### src/rtl/uart_apb_master.sv
// APB initiator: one transfer at a time, commands and responses on valid/ready ports.
// Optional macro APB_TIMEOUT_EN aborts an ACCESS phase after TIMEOUT_CYC cycles without pReady.
module uart_apb_master #(
    parameter int unsigned ADDR_W      = 32,
    parameter int unsigned DATA_W      = 32,
    parameter int unsigned TIMEOUT_CYC = 16
) (
    input  logic              pClk,
    input  logic              pReset,
    input  logic              cmd_valid,
    output logic              cmd_ready,
    input  logic              cmd_write,
    input  logic [ADDR_W-1:0] cmd_addr,
    input  logic [DATA_W-1:0] cmd_wdata,
    output logic              rsp_valid,
    input  logic              rsp_ready,
    output logic [DATA_W-1:0] rsp_rdata,
    output logic              rsp_error,
    output logic              pSel,
    output logic              pEnable,
    output logic              pWrite,
    output logic [ADDR_W-1:0] pAddr,
    output logic [DATA_W-1:0] pWdata,
    input  logic [DATA_W-1:0] pReadData,
    input  logic              pReady
);

    if (TIMEOUT_CYC < 1 || TIMEOUT_CYC > 255) begin : g_bad_timeout
        $error("TIMEOUT_CYC must be in 1..255");
    end

    typedef enum logic [1:0] {
        StIdle,
        StSetup,
        StAccess,
        StResp
    } state_e;

    state_e              state_q, state_d;
    logic                pwrite_q, pwrite_d;
    logic [ADDR_W-1:0]   paddr_q, paddr_d;
    logic [DATA_W-1:0]   pwdata_q, pwdata_d;
    logic [DATA_W-1:0]   rdata_q, rdata_d;
    logic                access_abort;

`ifdef APB_TIMEOUT_EN
    localparam logic [7:0] TimeoutLast = 8'(TIMEOUT_CYC - 1);

    logic [7:0] cnt_q, cnt_d;
    logic       error_q, error_d;

    // The abort fires in the ACCESS cycle whose wait makes the count reach TIMEOUT_CYC.
    always_comb begin
        cnt_d        = cnt_q;
        error_d      = error_q;
        access_abort = 1'b0;
        if (state_q == StSetup) begin
            cnt_d = '0;
        end else if (state_q == StAccess) begin
            if (pReady) begin
                error_d = 1'b0;
            end else begin
                cnt_d = cnt_q + 8'd1;
                if (cnt_q == TimeoutLast) begin
                    access_abort = 1'b1;
                    error_d      = 1'b1;
                end
            end
        end
    end

    always_ff @(posedge pClk or negedge pReset) begin
        if (!pReset) begin
            cnt_q   <= '0;
            error_q <= 1'b0;
        end else begin
            cnt_q   <= cnt_d;
            error_q <= error_d;
        end
    end

    assign rsp_error = error_q;
`else
    assign access_abort = 1'b0;
    assign rsp_error    = 1'b0;
`endif

    always_comb begin
        state_d  = state_q;
        pwrite_d = pwrite_q;
        paddr_d  = paddr_q;
        pwdata_d = pwdata_q;
        rdata_d  = rdata_q;
        case (state_q)
            StIdle: begin
                if (cmd_valid) begin
                    pwrite_d = cmd_write;
                    paddr_d  = cmd_addr;
                    pwdata_d = cmd_wdata;
                    state_d  = StSetup;
                end
            end
            StSetup: begin
                state_d = StAccess;
            end
            StAccess: begin
                if (pReady) begin
                    rdata_d = pwrite_q ? '0 : pReadData;
                    state_d = StResp;
                end else if (access_abort) begin
                    rdata_d = '0;
                    state_d = StResp;
                end
            end
            StResp: begin
                if (rsp_ready) begin
                    state_d = StIdle;
                end
            end
            default: begin
                state_d = StIdle;
            end
        endcase
    end

    always_ff @(posedge pClk or negedge pReset) begin
        if (!pReset) begin
            state_q  <= StIdle;
            pwrite_q <= 1'b0;
            paddr_q  <= '0;
            pwdata_q <= '0;
            rdata_q  <= '0;
        end else begin
            state_q  <= state_d;
            pwrite_q <= pwrite_d;
            paddr_q  <= paddr_d;
            pwdata_q <= pwdata_d;
            rdata_q  <= rdata_d;
        end
    end

    // Gating with pReset keeps cmd_ready low while reset is held, even though state is IDLE.
    assign cmd_ready = (state_q == StIdle) && pReset;
    assign rsp_valid = (state_q == StResp);
    assign rsp_rdata = rdata_q;
    assign pSel      = (state_q == StSetup) || (state_q == StAccess);
    assign pEnable   = (state_q == StAccess);
    assign pWrite    = pwrite_q;
    assign pAddr     = paddr_q;
    assign pWdata    = pwdata_q;

endmodule
### config.mk
export PLATFORM = sky130hd
export DESIGN_NAME = uart_apb_master
export DESIGN_NICKNAME = d
export VERILOG_FILES = /design/src/rtl/uart_apb_master.sv
export SDC_FILE = /design/constraint.sdc
export NUM_CORES = 1
export LEC_CHECK = 0
export CAP_MARGIN = 10
export CORE_MARGIN = 2
export CORE_UTILIZATION = 39
export CTS_BUF_LIST = sky130_fd_sc_hd__clkbuf_4 sky130_fd_sc_hd__clkbuf_8 sky130_fd_sc_hd__clkbuf_16
export DETAILED_ROUTE_END_ITERATION = 10
export PLACE_DENSITY = 0.85
export SETUP_SLACK_MARGIN = 0.05
export SLEW_MARGIN = 25
export SYNTH_ARGS = -nofsm -noshare
export SYNTH_HDL_FRONTEND = slang
export SYNTH_SLANG_ARGS = --single-unit
export TNS_END_PERCENT = 10
### constraint.sdc
create_clock -name pClk -period 2.1 [get_ports pClk]
set_input_delay 0.21 -clock pClk [delete_from_list [all_inputs] [get_ports pClk]]
set_output_delay 0.21 -clock pClk [all_outputs]
set_load 0.01 [all_outputs]
==> out/metrics.csv <==
metric,value,unit
syn-cell-area,0.00389,mm²
drt-initial-drc-count,95,
ir_drop,0.582,mV
slew_headroom,0.510,
slew_violations,0,
synth_top_cell_by_area,dfrtp_1,
yosys_warnings,0,
n_antenna_cell,0,
end_kind,output pin,
reg2reg_slack,440,ps
fin_worst_skew,8.64,ps
portBuffers,202,
cts_tree,built,
clock_latency,360,ps
vias,2942,
r2r_end,pWdata[14],
routabilityCongestion,0.770,
crit_type,register to output pin,
fmax,0.516,GHz
core_area,0.00973,mm²
crit_buf_inv,2,
fin_crit_sh,0.923,
clk_pin_slew,90,ps
finalHoldViolCount,0,
status,"complete, no violations",
syn-num-nets,400,
wl,9.84,mm
tns,0,ps
path_cells,inv_1 > ha_4 > and2_1 > clkdlybuf4s50_1,
pin_count,204,
drive_gt1_frac,0.181,
cp_max_fo,4,
syn-mean-instance-area,13.2,µm²
placed_cells,618,
synth_cell_types,16,
finalNetCount,603,
fin_cells,635,
root_buffer,clkbuf_8,
finalCriticalPeriod,1940,ps
area_growth,62.3,%
maxCapViolCount,0,
drc_errors,0,
cp_slowest_stage_delay,550,ps
synth_top_area_frac,0.637,
setup_viol,0,
hold_class,primary input to register,
start_kind,register,
nFillCells,770,
grt_pass1_vias,3126,
worstHoldEndpoint,rsp_rdata[7],
arrival,1730,ps
grt_pass1_wl,16.1,mm
ctsHtreeMaxLevel,3,
clock-sinks,99,
grt_usage,0.189,
rsz0062_at_grt,no,
chipWidth,104,µm
hp-start,pReadData[7],
reg2reg_depth,5,
cts_buffers,9,
dp_hpwl,7.50,mm
die_area,0.0108,mm²
path_delay_family,buffers and inverters,
rr_startpoint,state_q[1],
placementRows,36,
initial_core_util,0.400,
grt_max_degree,65,
clockBufferDepth,2,
p_leak,2.69,nW
dr.pass1.iters,4,
worst_pin_slew,735,ps
die_h,104,µm
hold_depth,3,
postRouteAntennaNets,0,
syn_inst,294,
powerDensity,1440,mW/mm²
vias_per_cell,4.63,
overflow,0,
wl_per_cell,15.5,µm
ys_top_cells_by_area,"dfrtp_1, mux2_2, nand2b_1, o21ai_0, nand2_1",
ys_seq_area_frac,0.637,
worst_path_max_delay_cell,clkdlybuf4s50_1,
antenna_found_initial,0,
synth_seq_cells,99,
required,1890,ps
## worst max-delay path by stage
stage | end | cells past startpoint | slack (ps) | from
final | cmd_ready | 4 | 160 | state_q[1]
after global routing | cmd_ready | 4 | 100 | state_q[1]
after CTS | cmd_ready | 4 | 80 | state_q[0]
after detailed placement | pWdata[14] | 5 | 360 | state_q[1]
after global placement | pAddr[17] | 4 | 410 | cmd_valid
after floorplan | state_q[1] | 4 | 520 | state_q[0]
## registers in the layout, indices dropped and copies added (netlist names)
name	flops
pAddr	32
pWdata	32
pWrite	1
rsp_rdata	32
state_q	2
## routing by layer
layer | up-vias | global-route usage | share of wire
li1 | 1384 | - | -
met1 | 1406 | 0.222 | 0.41
met2 | 134 | 0.320 | 0.50
met3 | 18 | 0.0548 | 0.068
met4 | 0 | 0.0849 | 0.023
met5 | - | 0 | 0
## synthesized netlist by cell type
library cell,instances
nand2_1,34
nand2b_1,32
o21ai_0,32
nor2_1,1
inv_1,5
buf_2,7
mux2_1,1
conb_1,1
ha_1,4
mux2_2,65
dfrtp_1,99
buf_4,1
clkbuf_1,9
a222oi_1,1
and2_1,1
mux2i_1,1
## worst min-delay path, stage by stage
cell	delay (ps)
clkdlybuf4s50_1	390
nand2b_1	60
o21ai_0	60
## layout by cell type (no fill, tap or decap), types with 2 or more instances in the layout
cell	count
o21ai_0	32
ha_1	3
inv_1	4
dfrtp_1	99
nand2b_1	32
clkdlybuf4s50_1	201
clkbuf_8	12
buf_4	5
clkbuf_4	3
buf_12	2
mux2_2	65
nand2_1	33
## where the power goes
| group | internal, mW | total, mW | switching (mW) | leakage [nW] |
|---|---|---|---|---|
| logic | 2.72 | 4.44 | 1.72 | 1.38 |
| registers | 2.85 | 3.33 | 0.482 | 1.20 |
| clock network | 0.690 | 1.30 | 0.612 | 0.114 |
| total | 6.26 | 9.07 | 2.81 | 2.69 |
## cell type report
| cell class | count | area, µm² | area share |
|---|---|---|---|
| clock buffers | 15 | 188 | 0.0297 |
| clock inverters | 1 | 30.0 | 0.00476 |
| inverters | 5 | 18.8 | 0.00297 |
| multi-input cells | 173 | 1330 | 0.211 |
| flip-flops and latches | 99 | 2480 | 0.393 |
| well taps | 133 | 166 | 0.0264 |
| repair buffers | 209 | 2100 | 0.333 |
## per-stage QoR
stage	utilization	instance area (µm²)	power, mW	hold slack (ps)	setup WS (ps)
global route	0.649	6310	9.63	405	101
detailed placement	0.624	6070	7.84	310	364
CTS	0.648	6300	9.16	387	78.7
global placement	0.624	6070	7.65	302	408
finish	0.649	6310	9.07	400	162
floorplan	-	3890	5.23	-85.6	523
## kinds of logic after synthesis
group,synth area share
other cells,0.000965
buf+inv,0.0245
fa+ha+maj,0.0129
simple gates,0.0869
flops,0.637
mux,0.194
compound gates,0.0438
## repair_timing
action,CTS,global route
resized for setup,1,2
endpoints found under the setup margin,1,1
hold buffers,1,0
endpoints found under the hold margin,39,0
setup buffers,0,0
(Power assumes the default switching activity.)
